### src/rtl/lockout_controller.sv
// lockout_controller
//   Watches the password-entry FSM and turns its activity into access
//   decisions. It counts failed attempts and drives a timed door-open pulse
//   after a successful entry. Repeated failures impose a timed lockout, and
//   repeated lockouts escalate to a sticky alarm that only a supervisor
//   clear removes. It also gates the FSM's confirm button.
//
// Ports
//   clk            system clock
//   rst            synchronous reset, active-high
//   tick_en        single-cycle timebase strobe
//   status_in      one-hot password FSM state (bit0 idle, bits1-3 partial, bit4 admitted)
//   admitted_in    admitted flag from the password FSM
//   alarm_clr      single-cycle supervisor alarm clear
//   entry_enable   confirm button may reach the password FSM
//   door_open      door relay drive
//   locked         lockout (or alarm) active
//   alarm          sticky alarm
//   fail_count     failures since the last success or lockout
//   lock_remaining ticks left in a lockout, 0 otherwise
module lockout_controller #(
  parameter int unsigned MAX_TRIES  = 3,
  parameter int unsigned MAX_LOCKS  = 2,
  parameter int unsigned LOCK_TICKS = 20,
  parameter int unsigned OPEN_TICKS = 5
) (
  input  logic       clk,
  input  logic       rst,
  input  logic       tick_en,
  input  logic [4:0] status_in,
  input  logic       admitted_in,
  input  logic       alarm_clr,
  output logic       entry_enable,
  output logic       door_open,
  output logic       locked,
  output logic       alarm,
  output logic [2:0] fail_count,
  output logic [7:0] lock_remaining
);

  typedef enum logic [1:0] {
    ST_ARMED,
    ST_OPEN,
    ST_LOCKED,
    ST_ALARM
  } state_t;

  localparam logic [2:0] FAIL_LAST  = 3'(MAX_TRIES - 1);
  localparam logic [1:0] LOCK_LIMIT = 2'(MAX_LOCKS);
  localparam logic [7:0] LOCK_LOAD  = 8'(LOCK_TICKS);
  localparam logic [7:0] OPEN_LOAD  = 8'(OPEN_TICKS);

  state_t     state_q, state_d;
  logic [4:0] prev_status_q;
  logic       prev_admitted_q;
  logic [2:0] fail_q, fail_d;
  logic [1:0] lock_q, lock_d;
  logic [7:0] timer_q, timer_d;

  logic prev_partial;
  logic fail_event;
  logic success_event;

  // A failure is a fall back to idle from a partial entry. Exact one-hot
  // matches reject any malformed status vector, and a wrong first digit
  // (idle staying idle) never registers.
  assign prev_partial  = (prev_status_q == 5'b00010) ||
                         (prev_status_q == 5'b00100) ||
                         (prev_status_q == 5'b01000);
  assign fail_event    = prev_partial && (status_in == 5'b00001);
  assign success_event = admitted_in && !prev_admitted_q;

  always_comb begin
    state_d = state_q;
    fail_d  = fail_q;
    lock_d  = lock_q;
    timer_d = timer_q;
    unique case (state_q)
      ST_ARMED: begin
        // Success wins over a simultaneous failure.
        if (success_event) begin
          fail_d  = '0;
          lock_d  = '0;
          timer_d = OPEN_LOAD;
          state_d = ST_OPEN;
        end else if (fail_event) begin
          if (fail_q == FAIL_LAST) begin
            fail_d  = '0;
            lock_d  = lock_q + 2'd1;
            timer_d = LOCK_LOAD;
            state_d = (lock_d == LOCK_LIMIT) ? ST_ALARM : ST_LOCKED;
          end else begin
            fail_d = fail_q + 3'd1;
          end
        end
      end
      ST_OPEN, ST_LOCKED: begin
        // The timer bottoms out at 1; the expiring tick leaves the state
        // instead of decrementing.
        if (tick_en) begin
          if (timer_q == 8'd1) begin
            state_d = ST_ARMED;
          end else begin
            timer_d = timer_q - 8'd1;
          end
        end
      end
      ST_ALARM: begin
        if (alarm_clr) begin
          state_d = ST_ARMED;
          lock_d  = '0;
          fail_d  = '0;
        end
      end
      default: state_d = ST_ARMED;
    endcase
  end

  // Outputs are registered from the next-state values so each response
  // appears exactly one cycle after its event.
  always_ff @(posedge clk) begin
    if (rst) begin
      state_q         <= ST_ARMED;
      prev_status_q   <= 5'b00001;
      prev_admitted_q <= 1'b0;
      fail_q          <= '0;
      lock_q          <= '0;
      timer_q         <= '0;
      entry_enable    <= 1'b1;
      door_open       <= 1'b0;
      locked          <= 1'b0;
      alarm           <= 1'b0;
      lock_remaining  <= '0;
    end else begin
      state_q         <= state_d;
      prev_status_q   <= status_in;
      prev_admitted_q <= admitted_in;
      fail_q          <= fail_d;
      lock_q          <= lock_d;
      timer_q         <= timer_d;
      entry_enable    <= (state_d == ST_ARMED);
      door_open       <= (state_d == ST_OPEN);
      locked          <= (state_d == ST_LOCKED) || (state_d == ST_ALARM);
      alarm           <= (state_d == ST_ALARM);
      lock_remaining  <= (state_d == ST_LOCKED) ? timer_d : '0;
    end
  end

  assign fail_count = fail_q;

endmodule

### config.mk
export PLATFORM = sky130hd
export DESIGN_NAME = lockout_controller
export DESIGN_NICKNAME = d
export VERILOG_FILES = /design/src/rtl/lockout_controller.sv
export SDC_FILE = /design/constraint.sdc
export NUM_CORES = 1
export LEC_CHECK = 0
export ABC_AREA = 1
export BUFFER_PORTS_ARGS = -buffer_cell sky130_fd_sc_hd__buf_2
export CAP_MARGIN = 40
export CELL_PAD_IN_SITES_DETAIL_PLACEMENT = 1
export CELL_PAD_IN_SITES_GLOBAL_PLACEMENT = 1
export CORE_MARGIN = 1.5
export CORE_UTILIZATION = 25
export CTS_BUF_LIST = sky130_fd_sc_hd__clkbuf_8
export DETAILED_ROUTE_END_ITERATION = 7
export PLACE_DENSITY_LB_ADDON = 0.1
export SLEW_MARGIN = 30
export SYNTH_ARGS = -nofsm -noshare
export SYNTH_HDL_FRONTEND = slang
export SYNTH_SLANG_ARGS = --single-unit
export TNS_END_PERCENT = 20
### constraint.sdc
create_clock -name clk -period 4.65 [get_ports clk]
set_input_delay 0.93 -clock clk [delete_from_list [all_inputs] [get_ports clk]]
set_output_delay 0.93 -clock clk [all_outputs]
set_load 0.005 [all_outputs]
Word level (Yosys, flattened, before mapping):

Cells that the tools add are included.

* bitwise operators: 1
* reductions and logical operators: 13
* muxes and demuxes: 24
* add/sub/neg operators: 3
* eq/ne operators: 16

Operators with widths (number)
* $mux W8: 5
* $mux W2: 10
* $pmux W8 S2: 1
* $mux W3: 4
* $eq A2 B2 Y1 const B: 5
* $eq A8 B1 Y1 const B: 1
* $sub A8 B1 Y8 const B: 1
* $ne A3 B3 Y1 const B: 2
* $pmux W2 S3: 1
* $pmux W3 S2: 1
* $eq A5 B1 Y1 const B: 1
* $eq A5 B2 Y1 const B: 1
* $eq A5 B3 Y1 const B: 1
* $eq A5 B4 Y1 const B: 1
* $eq A2 B1 Y1 const B: 2
* $logic_not A2 Y1: 2
* $pmux W2 S2: 1
* $reduce_and A4 Y1: 1
* $reduce_or A2 Y1: 2
* $add A3 B1 Y3 const B: 1
* $eq A3 B2 Y1 const B: 1
* $logic_or A1 B1 Y1: 3
* $reduce_and A3 Y1: 1
* $add A2 B1 Y2 const B: 1
* other kinds (6): 7

* input port bits: 10
* output and inout port bits: 15
* bits in registers: 33

Depth between registers and ports, before layout:

* depth in word-level cells: 10
* depth in mapped cells: 12
* depth with buffers taken out: 12

Least setup slack after synthesis:

Ideal clock, no wire load.

* kind: input to register
* from: in tick_en
* to: reg timer_q[5]
* setup time: 0.128 ns
* arrival: 1.784 ns
* data required time: 4.522 ns
* slack: 2.738 ns
* path buffers: 1
* stages: 7
* cells stage by stage: buf_2 > nand4_1 > nor2_1 > xnor2_1 > nor2_1 > a21oi_1 > nor2_1

* cells in the longest elaborated chain, start to end: 2

Ends and longest elaborated chain
* start, declared: RTL line 29 `input logic tick_en,`
* $mux W8: RTL line 100 `if (tick_en) begin`
* $pmux W8 S2: RTL line 78 `unique case (state_q)`
* end signal, assigned: RTL line 140 `timer_q <= timer_d;`
* end, declared: RTL line 58 `logic [7:0] timer_q, timer_d;`

No other way between the ends.
A chain may end at the register's enable or synchronous reset.

Worst setup path in the final report:

* from: in status_in[3]
* to: reg lock_remaining[3]

* cells in the longest elaborated chain, start to end: 8
* elaborated cells between the ends (all ways): 11

Ends and longest elaborated chain
* start, declared: RTL line 30 `input logic [4:0] status_in,`
* $eq A5 B1 Y1 *: RTL line 70 `assign fail_event = prev_partial && (status_in == 5'b00001);`
* $logic_and A1 B1 Y1 *: RTL line 70
* $mux W2: RTL line 86 `end else if (fail_event) begin`
* $mux W2: RTL line 81 `if (success_event) begin`
* $pmux W2 S3: RTL line 78
* $eq A2 B2 Y1: RTL line 145 `lock_remaining <= (state_d == ST_LOCKED) ? timer_d : '0;`
* $not A1 Y1 (no line)
* $reduce_or A2 Y1 (no line)
* end signal, assigned: RTL line 145
* end, declared: RTL line 38 `output logic [7:0] lock_remaining`

Mark *: on every way between the ends. The rest lies on a longest branch, timed or not.

==> qor.txt <==
Result of the run -> finished clean
Total CTS buffers -> 5
Max Freq -> 535 MHz
Max transition margin -> 0.738
Met1 Resource Use GR -> 0.166
Crit-path max cell delay -> 0.20 ns
IO Pins -> 25
Max Cap Violations -> 0
Final max-slew violation count -> 0
Synthesis Warnings -> 0
Worst ir drop on vdd -> 0.000145 V
Syn Nets -> 249
DP HPWL -> 3240 microns
Clk slew on worst S/H paths -> 0.08 ns
Routed len/inst -> 12.0 microns
Worst r2r src -> state_q[0]
GR Util All Layers -> 0.128
P_leak -> 0.980 nW
Fill cell count -> 813
Initial Utilization -> 0.262
Critical Path Sink Type -> flip-flop
Hold Crit Class -> reg -> reg
Area grow syn2layout -> 18.9%
Most used routing layer -> met2
Fin crit period -> 1.87 ns
Top cell type by total area after synthesis -> dfxtp_1
Clock Path Buffers -> 2
Gr ovfl total -> 0
#FFs+latches synth -> 32
Required @ worst endpoint -> 4.88 ns
Sink Count -> 32
Tightest Pin Transition -> 0.393 ns
Post-Syn Area -> 0.00167 sq mm
Buffers on Ports -> 24
Syn avg cell area -> 7.14 sq um
CP startpoint -> status_in[3]
CP max FO -> 8
Clock Skews -> 0.00793 ns
Antenna cells -> 0
Setup_tns -> 0 ns
Final Routed Wirelength -> 4070 microns
First-pass GRT wire length -> 7130 microns
Nets -> 277
Gate Count Post-Synth -> 234
Core area -> 0.00639 sq mm
H-tree levels -> 2
Worst skew pair latency -> 0.29 ns
Worst setup margin -> 2.78 ns
Synth top area cells -> dfxtp_1 38%, nand2_1 9.9%, nor2_1 8.1%
DR pass1 iterations -> 4
Vias in the first global route -> 1510
CP startpoint kind -> input pin
Post-synthesis cell type count -> 26
Setup WS pre-CTS -> 2.45 ns
Iteration-0 DRC Markers -> 48
Setup Fix Bufs, Post-CTS -> 0
Critical path data arrival time -> 2.10 ns
Crit path cell chain -> buf_2, nor2_1, nand2_1, nor2_2, nand3_2, nand2_1, nand3_2, a21oi_4, nand2_4, nor2_2
Drc violations -> 0
Post-CTS sizing -> 0
Gpl congestion -> 0.773
Share of layout cells above drive strength 1 -> 0.259
Row count -> 29
Slowest CP cell -> a21oi_4
Hold_sp -> lock_q[1]
WS Path Type -> in -> reg
ANT nets after route -> 0
RSZ-0062 raised after global routing -> no
Final hold viol count -> 0
Die Span Y -> 84.7 microns
Via count -> 1464
Die W -> 84.7 microns
Die footprint -> 0.00718 sq mm
Tcrit/Tclk final -> 0.402
Top-area cell type share of the netlist area -> 0.384
Largest net degree at the start of global routing -> 18
Met2 usage -> 0.201
Vias per cell -> 4.31
Setup violators final -> 0
CTS root buf -> clkbuf_8
CTS tree -> yes
Post-synthesis sequential area ratio -> 0.384
Met3 GRT Util -> 0.0324
Cell Pwr Density -> 365 mW/mm^2
Initial antenna violation count -> 0
Post-CTS Hold Fix Bufs -> 0
## cell families (layout without fill, tap and decap cells)
family | Yosys count | after routing | synth area share
simple gates | 129 | 129 | 0.390
fa+ha+maj | 5 | 5 | 0.0375
buf+inv | 41 | 70 | 0.0929
flops | 32 | 32 | 0.384
compound gates | 25 | 25 | 0.0854
xor+xnor | 2 | 2 | 0.0105
## worst paths after layout
check / to / depth (start not counted) / slack (ns)
setup / recovery: lock_remaining[3] / 10 / 2.78
hold / removal: lock_q[1] / 2 / 0.48
setup reg to reg: fail_count[2] / 6 / 2.80
hold reg to reg: lock_q[1] / 2 / 0.48
## cells in the final DEF, fill, tap and decap left out, drive strengths merged
cell type and instances:
a21boi 1, o21ai 8, nand2 54, buf 24
xor2 1, nand4 4, xnor2 1, o22ai 1
nor2 51, bufinv 1, nor3 3, clkbuf 5
a22oi 1, nand3 17, dfxtp 32, inv 38
clkinvlp 1, clkinv 1, ha 5, a21oi 14
## worst max-delay path, delay by kind of cell
kind | cells | cell delay (ns)
buffers and inverters | 1 | 0.10
and+or+nand+nor | 8 | 0.87
AOI/OAI and AO/OA | 1 | 0.20
## area by class of cell
class | instances | area (sq um) | area share
inverters | 38 | 143 | 0.0718
multi-input cells | 161 | 875 | 0.440
clock buffers | 5 | 68.8 | 0.0347
well taps | 77 | 96.3 | 0.0485
clock inverters | 3 | 42.5 | 0.0214
flip-flops and latches | 32 | 641 | 0.323
repair buffers | 24 | 120 | 0.0605
## report_power, final
group	switching [mW]	internal, mW
Combinational	0.0964	0.0510
Clock	0.112	0.159
Sequential	0.0152	0.291
## metrics by stage
step / total power, mW / hold slack [ns] / instances / area (sq um) / utilization
2_1_floorplan: 0.424 / 0.441 / 234 / 1670 / -
3_3_place_gp: 0.463 / 0.452 / 332 / 1870 / 0.293
3_5_place_dp: 0.464 / 0.475 / 332 / 1870 / 0.293
4_1_cts: 0.740 / 0.488 / 340 / 1990 / 0.311
5_1_grt: 0.775 / 0.505 / 340 / 1990 / 0.311
6_report: 0.724 / 0.484 / 340 / 1990 / 0.311
## synth_stat cells
cell	number
nand2_4	7
ha_1	5
o22ai_1	1
nand2_2	3
nor2_4	1
dfxtp_1	32
nand3_2	6
nor3_1	3
nand3_1	11
a21oi_4	1
inv_2	4
a21oi_1	13
nand4_1	4
nor2_2	14
o21ai_1	2
buf_1	1
xnor2_1	1
xor2_1	1
nor2_1	36
inv_1	34
clkbuf_1	1
o21ai_0	6
a22oi_1	1
buf_2	1
nand2_1	44
a21boi_0	1
## registers in the layout, summed over array words and instances, names as in the netlist, 2 cells and up
register and cells:
lock_q 2, timer_q 8, lock_remaining 8, prev_status_q 5
fail_count 3
## routing by layer
layer / wire length (microns) / vias up
met3: 123 / 6
met4: 63 / 0
li1: - / 782
met1: 2030 / 656
met2: 1850 / 20
met5: 0 / -
Note: power is estimated with default switching activity, not from simulation.
